[src/rtl/mix_col_serial_if.sv]
// Bundles both valid/ready handshakes of the column-serial MixColumns engine
// plus its debug observation signals.
interface mix_col_serial_if;
  // A transfer happens on a rising edge where valid and ready are both high;
  // the sender holds valid and its data stable until that edge.
  logic         in_valid;
  logic         in_ready;
  logic [127:0] in_data;
  logic         in_last;
  logic         out_valid;
  logic         out_ready;
  logic [127:0] out_data;
  logic         busy;
  logic [1:0]   col_idx;

  modport slave (
    input  in_valid, in_data, in_last, out_ready,
    output in_ready, out_valid, out_data, busy, col_idx
  );

  modport master (
    output in_valid, in_data, in_last, out_ready,
    input  in_ready, out_valid, out_data, busy, col_idx
  );
endinterface

[src/rtl/mix_col_serial.sv]
// AES MixColumns engine pushing one 32-bit column per cycle through a single
// shared mixCol32; the final round bypasses the mix at identical latency.
module mix_col_serial #(
  parameter bit BYPASS_EN = 1'b1
) (
  input  logic            clk,
  input  logic            rst_n,
  mix_col_serial_if.slave bus
);

  typedef enum logic [1:0] {
    IDLE = 2'd0,
    RUN  = 2'd1,
    DONE = 2'd2
  } state_t;

  state_t       r_state;
  state_t       w_next;
  logic [127:0] r_src;
  logic [127:0] r_out;
  logic         r_byp;
  logic [1:0]   r_col;
  logic [31:0]  w_src_col;
  logic [31:0]  w_mix_col;
  logic [31:0]  w_res_col;
  logic         w_in_ready;
  logic         w_accept;

  function automatic logic [7:0] xtime(input logic [7:0] b);
    return {b[6:0], 1'b0} ^ (b[7] ? 8'h1b : 8'h00);
  endfunction

  // Byte a0 is the top byte of the column (row 0).
  function automatic logic [31:0] mix_col32(input logic [31:0] c);
    logic [7:0] a0, a1, a2, a3;
    a0 = c[31:24];
    a1 = c[23:16];
    a2 = c[15:8];
    a3 = c[7:0];
    return {xtime(a0) ^ xtime(a1) ^ a1 ^ a2 ^ a3,
            a0 ^ xtime(a1) ^ xtime(a2) ^ a2 ^ a3,
            a0 ^ a1 ^ xtime(a2) ^ xtime(a3) ^ a3,
            xtime(a0) ^ a0 ^ a1 ^ a2 ^ xtime(a3)};
  endfunction

  always_comb begin
    w_src_col = r_src[127:96];
    case (r_col)
      2'd0:    w_src_col = r_src[127:96];
      2'd1:    w_src_col = r_src[95:64];
      2'd2:    w_src_col = r_src[63:32];
      default: w_src_col = r_src[31:0];
    endcase
  end

  assign w_mix_col = mix_col32(w_src_col);
  assign w_res_col = r_byp ? w_src_col : w_mix_col;

  always_comb begin
    w_next     = r_state;
    w_in_ready = 1'b0;
    case (r_state)
      IDLE: begin
        w_in_ready = 1'b1;
        if (bus.in_valid) w_next = RUN;
      end
      RUN: begin
        if (r_col == 2'd3) w_next = DONE;
      end
      DONE: begin
        // Output drain and next accept can share one edge.
        w_in_ready = bus.out_ready;
        if (bus.out_ready) w_next = bus.in_valid ? RUN : IDLE;
      end
      default: w_next = IDLE;
    endcase
  end

  assign w_accept      = bus.in_valid & w_in_ready;
  assign bus.in_ready  = w_in_ready;
  assign bus.out_valid = (r_state == DONE);
  assign bus.busy      = (r_state == RUN);
  assign bus.out_data  = r_out;
  assign bus.col_idx   = r_col;

  always_ff @(posedge clk or negedge rst_n) begin
    if (!rst_n) begin
      r_state <= IDLE;
      r_src   <= '0;
      r_out   <= '0;
      r_byp   <= 1'b0;
      r_col   <= 2'd0;
    end else begin
      r_state <= w_next;
      if (w_accept) begin
        r_src <= bus.in_data;
        r_byp <= bus.in_last & BYPASS_EN;
        r_col <= 2'd0;
      end else if (r_state == RUN) begin
        r_col <= r_col + 2'd1;
        case (r_col)
          2'd0:    r_out[127:96] <= w_res_col;
          2'd1:    r_out[95:64]  <= w_res_col;
          2'd2:    r_out[63:32]  <= w_res_col;
          default: r_out[31:0]   <= w_res_col;
        endcase
      end
    end
  end

endmodule

[src/flat_wrapper.sv]
// flat-port wrapper written by rule: the top's interface ports become plain ports
module mix_col_serial_flat 
#(
  parameter bit BYPASS_EN = 1'b1
)
  (clk, rst_n, bus_in_valid, bus_in_data, bus_in_last, bus_out_ready, bus_in_ready, bus_out_valid, bus_out_data, bus_busy, bus_col_idx);
  mix_col_serial_if bus_i ();
  input  logic clk;
  input  logic rst_n;
  input wire logic [$bits(bus_i.in_valid)-1:0] bus_in_valid;
  input wire logic [$bits(bus_i.in_data)-1:0] bus_in_data;
  input wire logic [$bits(bus_i.in_last)-1:0] bus_in_last;
  input wire logic [$bits(bus_i.out_ready)-1:0] bus_out_ready;
  output wire logic [$bits(bus_i.in_ready)-1:0] bus_in_ready;
  output wire logic [$bits(bus_i.out_valid)-1:0] bus_out_valid;
  output wire logic [$bits(bus_i.out_data)-1:0] bus_out_data;
  output wire logic [$bits(bus_i.busy)-1:0] bus_busy;
  output wire logic [$bits(bus_i.col_idx)-1:0] bus_col_idx;
  assign bus_i.in_valid = bus_in_valid;
  assign bus_i.in_data = bus_in_data;
  assign bus_i.in_last = bus_in_last;
  assign bus_i.out_ready = bus_out_ready;
  assign bus_in_ready = bus_i.in_ready;
  assign bus_out_valid = bus_i.out_valid;
  assign bus_out_data = bus_i.out_data;
  assign bus_busy = bus_i.busy;
  assign bus_col_idx = bus_i.col_idx;
  mix_col_serial #(.BYPASS_EN(BYPASS_EN)) u_core (.clk(clk), .rst_n(rst_n), .bus(bus_i));
endmodule
[config.mk]
export PLATFORM = sky130hd
export DESIGN_NAME = mix_col_serial_flat
export DESIGN_NICKNAME = d
export VERILOG_FILES = /design/src/rtl/mix_col_serial_if.sv /design/src/rtl/mix_col_serial.sv /design/src/flat_wrapper.sv
export SDC_FILE = /design/constraint.sdc
export NUM_CORES = 1
export LEC_CHECK = 0
export ABC_AREA = 1
export BUFFER_PORTS_ARGS = -buffer_cell sky130_fd_sc_hd__buf_2
export CORE_MARGIN = 2
export CORE_UTILIZATION = 26
export CTS_CLUSTER_DIAMETER = 40
export DETAILED_ROUTE_END_ITERATION = 10
export GPL_ROUTABILITY_DRIVEN = 0
export PLACE_DENSITY_LB_ADDON = 0.1
export RECOVER_POWER = 25
export SYNTH_ARGS = -nofsm -noshare
export SYNTH_HDL_FRONTEND = slang
export SYNTH_SLANG_ARGS = --single-unit
[constraint.sdc]
create_clock -name clk -period 4.4 [get_ports clk]
set_input_delay 0.22 -clock clk [delete_from_list [all_inputs] [get_ports clk]]
set_output_delay 0.22 -clock clk [all_outputs]
set_load 0.02 [all_outputs]
==> results.md <==
* finished with violations — outcome
* max-capacitance violations, max-slew violations — violations in the final reports
* 83 — number of core rows
* 15,400 um^2 — placed instance area
* 4.49 — vias per cell
* 0 — Resized cells post-CTS
* 4.85 ns — Worst EP required
* sky130_fd_sc_hd__dfrtp_1 — predominant post-synthesis flop cell
* 0.0298 ns — Worst Skew
* 48.2% — share of Yosys cell area claimed by the top area cell type
* 1 — max-capacitance violation count
* 22 — crit-path max FO
* 0 — initial antenna violation count
* 17.8 um — average wire per standard cell
* 1,917 — synthesized netlist cell count
* 53 — TritonCTS Buffers
* register — startpoint class of the critical path
* sky130_fd_sc_hd__nand2_1 — count leader, synth
* 35.9% — post-route core utilization
* 53,800 um — Routed Wire Length
* 0.55 ns — Critical Path Max Stage Delay
* 100% — proportion of register bits with asynchronous set or reset after synthesis
* 2 — Bufs and invs on worst path
* 2,055 — number of nets produced by synthesis
* 2 — maximum level of the CTS H-tree
* 16.6% — layout cell share with drive strength beyond 1
* 232 um — die height
* 0 — total setup violations reported at the end of the flow
* 48.2% — part of the Yosys area used for sequential elements
* 0.360 ns — Worst Hold Margin
* 261 — Clock Sinks
* 232 um — width of the chip
* 38,500 um — hpwl dp
* 7.06 um^2 — Synth Area per Inst
* 0.312 GHz — maximum clock rate
* register — critical path capture point type
* -99.2% — headroom to the max-slew limit
* 13,587 — routed vias
* sky130_fd_sc_hd__clkbuf_16 — cell at the root of the clock tree
* 6390 um^2 — total area of multi-input combinational cells
* 26.3% — Initial Util
* sky130_fd_sc_hd__nand2_1 — library cell appearing most often on the critical path
* 6 — number of detailed-routing iterations run before antenna repair
* sky130_fd_sc_hd__dfrtp_1 — biggest area consumer among synthesized cells
* 0 — Syn. warnings
* inv_1 -> ha_1 -> buf_4 -> nand2_1 -> nand2_1 -> nor2_1 -> nor2_1 -> nand2_1 -> nand2_1 -> nand2_1 -> nand2_1 -> nand2_1 -> nand3_1 -> nand2_1 — crit-path cells
* in -> reg — class of the most critical hold timing path
* 0 — number of flops mapped to enable cells by yosys
* 2,446 — Final #Nets
* 3 — number of buffers on the longest clock path
* 36.4% — area growth from synthesis to layout
* 13,500 um^2 — post-synth design cell area
* sky130_fd_sc_hd__ha_1 — master of the slowest instance on the critical path
* simple AND/OR/NAND/NOR gates — cell family with most CP delay
* 13,537 — number of global-route vias before repair
* 0 — # DRC
* 265 — port bufs
* 878 — violation count after the first detailed-routing iteration
* 1.20 ns — reg-to-reg slack, setup
* 72.8% — fin crit share
* 266 — I/O Pins
* 0 ns — TNS Setup
* 2.99 ns — Worst-Margin Slew
* sky130_fd_sc_hd__dfrtp_1 48%, sky130_fd_sc_hd__nand2_1 34%, sky130_fd_sc_hd__nand3_1 5.5%, sky130_fd_sc_hd__nor2_1 2.1%, sky130_fd_sc_hd__buf_6 1.4% — top post-synthesis cells by area
* 108 — pin count of the biggest net entering global routing
* 0 — count of inserted antenna diode cells
* 18,500 um^2 — post-route design area
* 5,573 — fill cell total of the finished layout
* 0.58 ns — Clk Latency, worst-skew pair
* 3.65 ns — Worst Path Arrival
* 261 — Synth Register Bits
* 3.20 ns — Tmin final
* reg -> reg — category of the most critical setup path
* 0.05 ns — Clock transition at path regs
* done — TritonCTS clock tree
* 6530 um^2 — Seq. cell area
* 82,200 um — wire length of the first global-routing pass
* false — setup repair after global routing missed its margin
* 53,900 um^2 — Total Die Area
* 31 — Yosys cell types
* 51,400 um^2 — Placeable Area
* 0 — count of nets left with antenna violations after detail routing
* 107 — Final Slew Violations
* 0 — overflow left after global routing
* 20.1% — all-layer global routing usage
* 0 — final number of hold-violating endpoints
* 1,210 x sky130_fd_sc_hd__nand2_1, 261 x sky130_fd_sc_hd__dfrtp_1, 150 x sky130_fd_sc_hd__nand3_1 — ranking of synthesized cells by instance count
==> final cells by class <==
class / instances / share of cell area [%]
inverter: 44 / 0.921
sequential: 261 / 35.4
clock buffer: 66 / 7.83
timing repair buffer: 415 / 14.8
multi-input combinational: 1533 / 34.6
tap: 680 / 4.61
clock inverter: 29 / 1.88
==> sequential cells by signal, indices dropped and copies added, names as in the netlist <==
register / count
u_core.bus.col_idx: 2
u_core.r_src: 128
u_core.r_byp: 1
u_core.bus.out_data: 128
u_core.r_state: 2
==> path summary, 6_finish.rpt <==
check	start	endpoint	depth (start not counted)
min reg2reg	u_core.r_src[42]$_DFFE_PN0P_	u_core.r_src[42]$_DFFE_PN0P_	2
max in group asynchronous	rst_n	u_core.bus.out_data[0]$_DFFE_PN0P_	3
min	bus_in_data[85]	u_core.r_src[85]$_DFFE_PN0P_	4
max	u_core.bus.col_idx[0]$_DFFE_PN0P_	u_core.bus.out_data[104]$_DFFE_PN0P_	14
max reg2reg	u_core.bus.col_idx[0]$_DFFE_PN0P_	u_core.bus.out_data[104]$_DFFE_PN0P_	14
min in group asynchronous	rst_n	u_core.r_src[102]$_DFFE_PN0P_	2
==> per-layer routing <==
metal	wire length, um	vias to the layer above	GRT usage (%)
met5	0	-	0
met4	979	0	4.63
met3	2160	64	2.91
met2	25300	351	33.7
met1	25400	6451	27.1
li1	-	6721	-
==> cell families (layout without fill, tap and decap cells) <==
logic type | count (synthesis) | after routing | share of synthesized area, %
XOR/XNOR | 2 | 2 | 0.129
buffers and inverters | 123 | 554 | 4.64
AND/OR/NAND/NOR | 1495 | 1495 | 44.3
adder cells (fa/ha/maj) | 5 | 5 | 0.462
AO/OA/AOI/OAI | 31 | 31 | 2.21
flip-flops | 261 | 261 | 48.2
==> placed cells by master, fill, tap and decap left out, drive strengths merged, types with 7 or more instances in the layout <==
cell         count
nor2            97
nand4            7
o21bai          20
nand3          159
buf            224
dfrtp          261
clkinvlp         9
inv             47
clkbuf         126
dlygate4sd3    131
nand2         1227
o21ai            7
clkinv          12
==> timing repair <==
item / in CTS / in global routing
hold buffers: 131 / 0
hold endpoints to repair: 234 / 0
setup buffers: 0 / 0
setup endpoints to repair: 0 / 0
==> metrics by stage <==
step | instances | setup slack (ns)
finish | 3028 | 1.20
global route | 3028 | 0.777
CTS | 3028 | 1.17
detailed placement | 2802 | 1.19
global placement | 2802 | 1.25
floorplan | 1917 | 2.25
==> tightest hold or removal path: cells and delay by family <==
family	cells	cell delay [ns]
buf+inv	2	0.60
simple gates	2	0.08
Power is left out: the tool's default activity adds up to more than one toggle a clock period on the data nets, which glitch-free logic cannot reach.
